## src/rtl/varredura_colunas_if.sv

```systemverilog
// Handshake and display bus between the panel frame source and the column-scan controller.
// The source uses the master modport, and the scan controller uses the slave modport.
interface varredura_colunas_if;
  logic        run;
  logic        load;
  logic [34:0] frame_in;
  logic        sel1;
  logic        sel2;
  logic        sel3;
  logic        enable;
  logic [4:0]  rows;
  logic        pending;
  logic        frame_start;

  modport master (
    output run, load, frame_in,
    input  sel1, sel2, sel3, enable, rows, pending, frame_start
  );

  modport slave (
    input  run, load, frame_in,
    output sel1, sel2, sel3, enable, rows, pending, frame_start
  );
endinterface

```

## src/rtl/varredura_colunas.sv

```systemverilog
// Column-scan controller for a 7x5 LED matrix: time-multiplexes a double-buffered
// 35-bit frame one column per PRESCALE-cycle slot, blanking the first BLANK cycles.
module varredura_colunas #(
  parameter int PRESCALE = 50000,
  parameter int BLANK    = 4
) (
  input  logic                clk,
  input  logic                reset,
  varredura_colunas_if.slave  bus
);

  localparam int PW = (PRESCALE > 1) ? $clog2(PRESCALE) : 1;
  localparam logic [PW-1:0] PRESC_LAST = PW'(PRESCALE - 1);
  localparam logic [PW-1:0] BLANK_V    = PW'(BLANK);

  logic [PW-1:0] presc_q, presc_d;
  logic [2:0]    col_q, col_d;
  logic [34:0]   active_q, active_d;
  logic [34:0]   shadow_q, shadow_d;
  logic          pending_q, pending_d;
  logic          frame_start_q, frame_start_d;

  logic          slot_end;
  logic          wrap;
  logic          xfer;
  logic          en;
  logic [4:0]    col_rows;

  always_comb begin
    slot_end      = bus.run && (presc_q == PRESC_LAST);
    wrap          = slot_end && (col_q == 3'd6);
    // Frame boundary or frozen (blanked) display: both are tear-free points to swap buffers.
    xfer          = wrap || (!bus.run && pending_q);

    presc_d       = presc_q;
    col_d         = col_q;
    active_d      = active_q;
    shadow_d      = shadow_q;
    pending_d     = pending_q;
    frame_start_d = wrap;

    if (bus.run) begin
      if (slot_end) begin
        presc_d = '0;
        col_d   = wrap ? 3'd0 : col_q + 3'd1;
      end else begin
        presc_d = presc_q + PW'(1);
      end
    end

    // A load coinciding with a swap point bypasses the shadow and shows immediately.
    if (bus.load) begin
      shadow_d = bus.frame_in;
      if (xfer) begin
        active_d  = bus.frame_in;
        pending_d = 1'b0;
      end else begin
        pending_d = 1'b1;
      end
    end else if (xfer && pending_q) begin
      active_d  = shadow_q;
      pending_d = 1'b0;
    end
  end

  always_ff @(posedge clk) begin
    if (reset) begin
      presc_q       <= '0;
      col_q         <= '0;
      active_q      <= '0;
      shadow_q      <= '0;
      pending_q     <= 1'b0;
      frame_start_q <= 1'b0;
    end else begin
      presc_q       <= presc_d;
      col_q         <= col_d;
      active_q      <= active_d;
      shadow_q      <= shadow_d;
      pending_q     <= pending_d;
      frame_start_q <= frame_start_d;
    end
  end

  always_comb begin
    col_rows = '0;
    for (int c = 0; c < 7; c++) begin
      if (col_q == 3'(c)) col_rows = active_q[5*c +: 5];
    end
  end

  assign en              = bus.run && (presc_q >= BLANK_V);
  assign bus.sel1        = col_q[2];
  assign bus.sel2        = col_q[1];
  assign bus.sel3        = col_q[0];
  assign bus.enable      = en;
  assign bus.rows        = en ? col_rows : 5'b00000;
  assign bus.pending     = pending_q;
  assign bus.frame_start = frame_start_q;

endmodule

```

## src/flat_wrapper.sv

```systemverilog
// flat-port wrapper written by rule: the top's interface ports become plain ports
module varredura_colunas_flat 
#(
  parameter int PRESCALE = 50000,
  parameter int BLANK    = 4
)
  (clk, reset, bus_run, bus_load, bus_frame_in, bus_sel1, bus_sel2, bus_sel3, bus_enable, bus_rows, bus_pending, bus_frame_start);
  varredura_colunas_if bus_i ();
  input  logic clk;
  input  logic reset;
  input wire logic [$bits(bus_i.run)-1:0] bus_run;
  input wire logic [$bits(bus_i.load)-1:0] bus_load;
  input wire logic [$bits(bus_i.frame_in)-1:0] bus_frame_in;
  output wire logic [$bits(bus_i.sel1)-1:0] bus_sel1;
  output wire logic [$bits(bus_i.sel2)-1:0] bus_sel2;
  output wire logic [$bits(bus_i.sel3)-1:0] bus_sel3;
  output wire logic [$bits(bus_i.enable)-1:0] bus_enable;
  output wire logic [$bits(bus_i.rows)-1:0] bus_rows;
  output wire logic [$bits(bus_i.pending)-1:0] bus_pending;
  output wire logic [$bits(bus_i.frame_start)-1:0] bus_frame_start;
  assign bus_i.run = bus_run;
  assign bus_i.load = bus_load;
  assign bus_i.frame_in = bus_frame_in;
  assign bus_sel1 = bus_i.sel1;
  assign bus_sel2 = bus_i.sel2;
  assign bus_sel3 = bus_i.sel3;
  assign bus_enable = bus_i.enable;
  assign bus_rows = bus_i.rows;
  assign bus_pending = bus_i.pending;
  assign bus_frame_start = bus_i.frame_start;
  varredura_colunas #(.PRESCALE(PRESCALE), .BLANK(BLANK)) u_core (.clk(clk), .reset(reset), .bus(bus_i));
endmodule
```

## config.mk

```make
export PLATFORM = sky130hd
export DESIGN_NAME = varredura_colunas_flat
export DESIGN_NICKNAME = d
export VERILOG_FILES = /design/src/rtl/varredura_colunas_if.sv /design/src/rtl/varredura_colunas.sv /design/src/flat_wrapper.sv
export SDC_FILE = /design/constraint.sdc
export NUM_CORES = 1
export LEC_CHECK = 0
export ABC_AREA = 1
export CORE_ASPECT_RATIO = 0.9
export CORE_UTILIZATION = 55
export DETAILED_ROUTE_END_ITERATION = 10
export GPL_TIMING_DRIVEN = 0
export HOLD_SLACK_MARGIN = 0.15
export PLACE_DENSITY = 0.77
export SLEW_MARGIN = 30
export SYNTH_ARGS = -nofsm -noshare
export SYNTH_HDL_FRONTEND = slang
export SYNTH_SLANG_ARGS = --single-unit
export TNS_END_PERCENT = 1
```

## constraint.sdc

```tcl
create_clock -name clk -period 2.4 [get_ports clk]
set_clock_uncertainty 0.2 [all_clocks]
set_input_delay 0.48 -clock clk [delete_from_list [all_inputs] [get_ports clk]]
set_output_delay 0.48 -clock clk [all_outputs]
set_load 0.05 [all_outputs]
```

==> flow_summary.toml <==
[hold_path]
worstHoldEndpoint = "u_core.active_q[33]"
min_path_cells = 2
path_category_of_the_worst_min_delay_check = "flip-flop to flip-flop"
min-delay-start = "u_core.active_q[33]"

[timing]
crit_share_post_route_pct = 106
finalWorstSetupSlack_ns = -0.136
final.min_clock_period_ns = 2.54
worst_slew_pin_slew_ns = 0.510
timing.final.setup_violations = 5
worst_hold_slack_ns = 0.283
grt_setup_unrepaired = "true"
slew-limit-headroom_pct = 66.0
final_hold_violation_count = 0
finalMaxSlewViolations = 0
fmaxAchievable_ghz = 0.394

[critical_path]
critPathMostFrequentCell = "nand2_2"
crit_chain = "inv_4, ha_4, inv_4, nor2_4, nand2_2, nand3_2, nand2_2, nand2_2, a21oi_4, nor2_4, buf_8"
r2r.worst_path.cells = 10
cp-end-kind = "output pin"
startpoint = "u_core.col_q[1]"
cp_num_buf_inv = 3
critPathMaxFanout = 6
timing.critical_path.from_type = "flip-flop"
r2r_slack_ns = 0.47
critical_path.top_delay_family = "simple AND/OR/NAND/NOR gates"
crit_slowest_cell = "dfxtp_4"
cp_data_arrival_time_ns = 1.86
worst_path_largest_cell_delay_ns = 0.38
worstReg2RegStart = "u_core.presc_q[1]"
r2r_end = "u_core.presc_q[0]"
cp_required_ns = 1.72
critPathKind = "flip-flop to output pin"

[routing]
antenna_violating_nets_post_route = 0
detail_route.drc_violations = 0
routed_wire_length_per_instance_um = 14.1
routed_wl_um = 10400
first_iter_violations = 239
route.vias.total = 3974
vias_per_cell = 5.37
first_drt_pass_iteration_count = 5

[synthesis]
synth-async-reset-ratio_pct = 0
synth_edf_count = 0
yosys.area.top_type_share_pct = 41.9
synth.net_count = 620
synth-seq-area-share_pct = 41.9
netlist_top_cells_area = "dfxtp_1 (42%), nor2_1 (9.7%), nand2_1 (8.8%)"
synth.ff_latch_count = 91
netlist_instances = 574
synth.distinct_cells = 36
synth_top_cell_by_area = "dfxtp_1"
synth_ff_type = "dfxtp_1"
mappedNetlistArea_um2 = 4350
synth.cells.most_frequent = "nor2_1 (113), nand2_1 (102), dfxtp_1 (91)"
synth-warning-count = 0
post-synth-top-count-cell = "nor2_1"
avgSynthCellArea_um2 = 7.58

[die]
core_um2 = 7620
chipWidth_um = 95.8
die_h_um = 86.4
row_count = 30
top_level_ports = 50
die_area_um2 = 8270
floorplan.initialDensity_pct = 57.1

[finish]
fillerInstances = 599
antenna-diode-count = 0
instances_no_fill = 740
drive_above_1_share_pct = 19.3
flow.area_growth_from_synthesis_pct = 27.0
net_count_final = 685

[global_routing]
first_global_vias = 3715
leftover_overflow_at_the_end_of_global_routing = 0
grt_max_degree = 15
grt_use_total_pct = 26.5
wire_length_of_the_first_global_routing_pass_um = 16900
number_of_antenna_violations_at_the_first_check_in_global_routing = 0

[placement]
globalplace.congestion = 0.932
buffer_ports.inserted = 47
placedCellCount = 717
dp.final_hpwl_um = 7380

[power]
max-vdd-ir-drop_v = 0.000358
cellPowerDensity_nw_per_um2 = 563
p_leak_nw = 2.41

[status]
outcome = "finished with violations"
violations = "negative setup slack"

[job]
maxCapViolations = 0

[clock_tree]
cts_tree = "done"
max-clock-path-buffers = 2
numClockSinks = 91
clock_latency_reported_for_the_late_side_of_the_worst_skew_pair_ns = 0.37
cts_root_buffer_type = "clkbuf_8"
clock_transition_at_the_registers_of_the_reported_paths_ns = 0.08
cts_buffers = 9
cts.htree.levels = 3
==> per-stage QoR <==
step	worst slack, ns	setup TNS (ns)	instance area (um2)	utilization [%]	power (mW)
finish	-0.136	-0.591	5530	72.5	3.11
global route	-0.227	-1.08	5530	72.5	3.24
CTS	-0.0969	-0.459	5420	71.1	3.12
detailed placement	-0.854	-4.56	4980	65.4	2.02
global placement	-0.797	-4.41	4980	65.4	2.01
floorplan	-0.0570	-0.114	4390	-	1.89
==> power by group <==
part	internal [mW]	switching, mW
Clock	0.588	0.527
Combinational	0.180	0.214
Sequential	1.58	0.0298
==> layout by cell type, fill, tap and decap left out, types with 3 or more instances in the layout <==
cell / instances
dfxtp_1: 88
buf_8: 7
mux2i_1: 35
inv_2: 5
nor2_1: 105
nand2_1: 87
ha_4: 5
inv_1: 32
inv_4: 3
buf_4: 10
nor2_4: 10
clkbuf_1: 8
buf_12: 4
or2_2: 5
nand3_1: 56
nand4_1: 5
clkdlybuf4s50_1: 39
a21oi_1: 39
nand3_2: 7
o21ai_0: 3
nand2_2: 17
buf_6: 4
o21ai_2: 3
clkbuf_8: 10
o22ai_1: 3
xor2_1: 3
dfxtp_4: 3
buf_2: 10
a21oi_4: 4
nor2_2: 3
nor3_1: 3
==> tightest hold or removal path, delay by kind of cell (launching register included) <==
family | cells | cell delay [ns]
flip-flops | 1 | 0.33
AND/OR/NAND/NOR | 1 | 0.08
AO/OA/AOI/OAI | 1 | 0.04
==> layer usage <==
layer	wire, um	global-route usage (%)	vias to the layer above
met5	0	0	-
met4	215	10.9	0
met3	631	6.23	19
met2	4850	42.1	126
met1	4720	34.6	1827
li1	-	-	2002
==> repair_timing <==
item                       in CTS  in global routing
pin swaps                       9                 17
buffers inserted                5                  2
hold endpoints to repair        0                  0
resized for setup              99                 24
setup endpoints to repair       6                  6
hold buffers                    0                  0
==> kinds of logic after synthesis <==
logic type | count (synthesis) | synth area share [%]
compound gates | 61 | 7.44
xor+xnor | 3 | 0.604
fa+ha+maj | 7 | 2.01
buf+inv | 72 | 9.43
flops | 91 | 41.9
mux | 35 | 8.05
simple gates | 305 | 30.6
==> layout make-up <==
type | instances | area, um2 | area share [%]
clock inverter | 4 | 75.1 | 1.36
tap | 96 | 120 | 2.17
clock buffer | 12 | 135 | 2.44
timing repair buffer | 54 | 539 | 9.76
sequential | 91 | 1830 | 33.2
multi-input combinational | 411 | 2390 | 43.2
inverter | 42 | 171 | 3.10
buffer | 30 | 264 | 4.78
==> how the worst max path moves through the flow <==
stage / cells past startpoint / to
floorplan: 7 / bus_rows[2]
global placement: 5 / bus_rows[2]
detailed placement: 5 / bus_rows[1]
CTS: 11 / bus_rows[0]
global route: 11 / bus_rows[1]
finish: 11 / bus_rows[1]
==> state kept, by name, summed over array words and instances (netlist names) <==
signal,cells
u_core.active_q,35
u_core.shadow_q,35
u_core.presc_q,16
u_core.col_q,3
u_core.bus.frame_start,1
u_core.bus.pending,1
No activity file was read; power rests on OpenSTA's default activity.
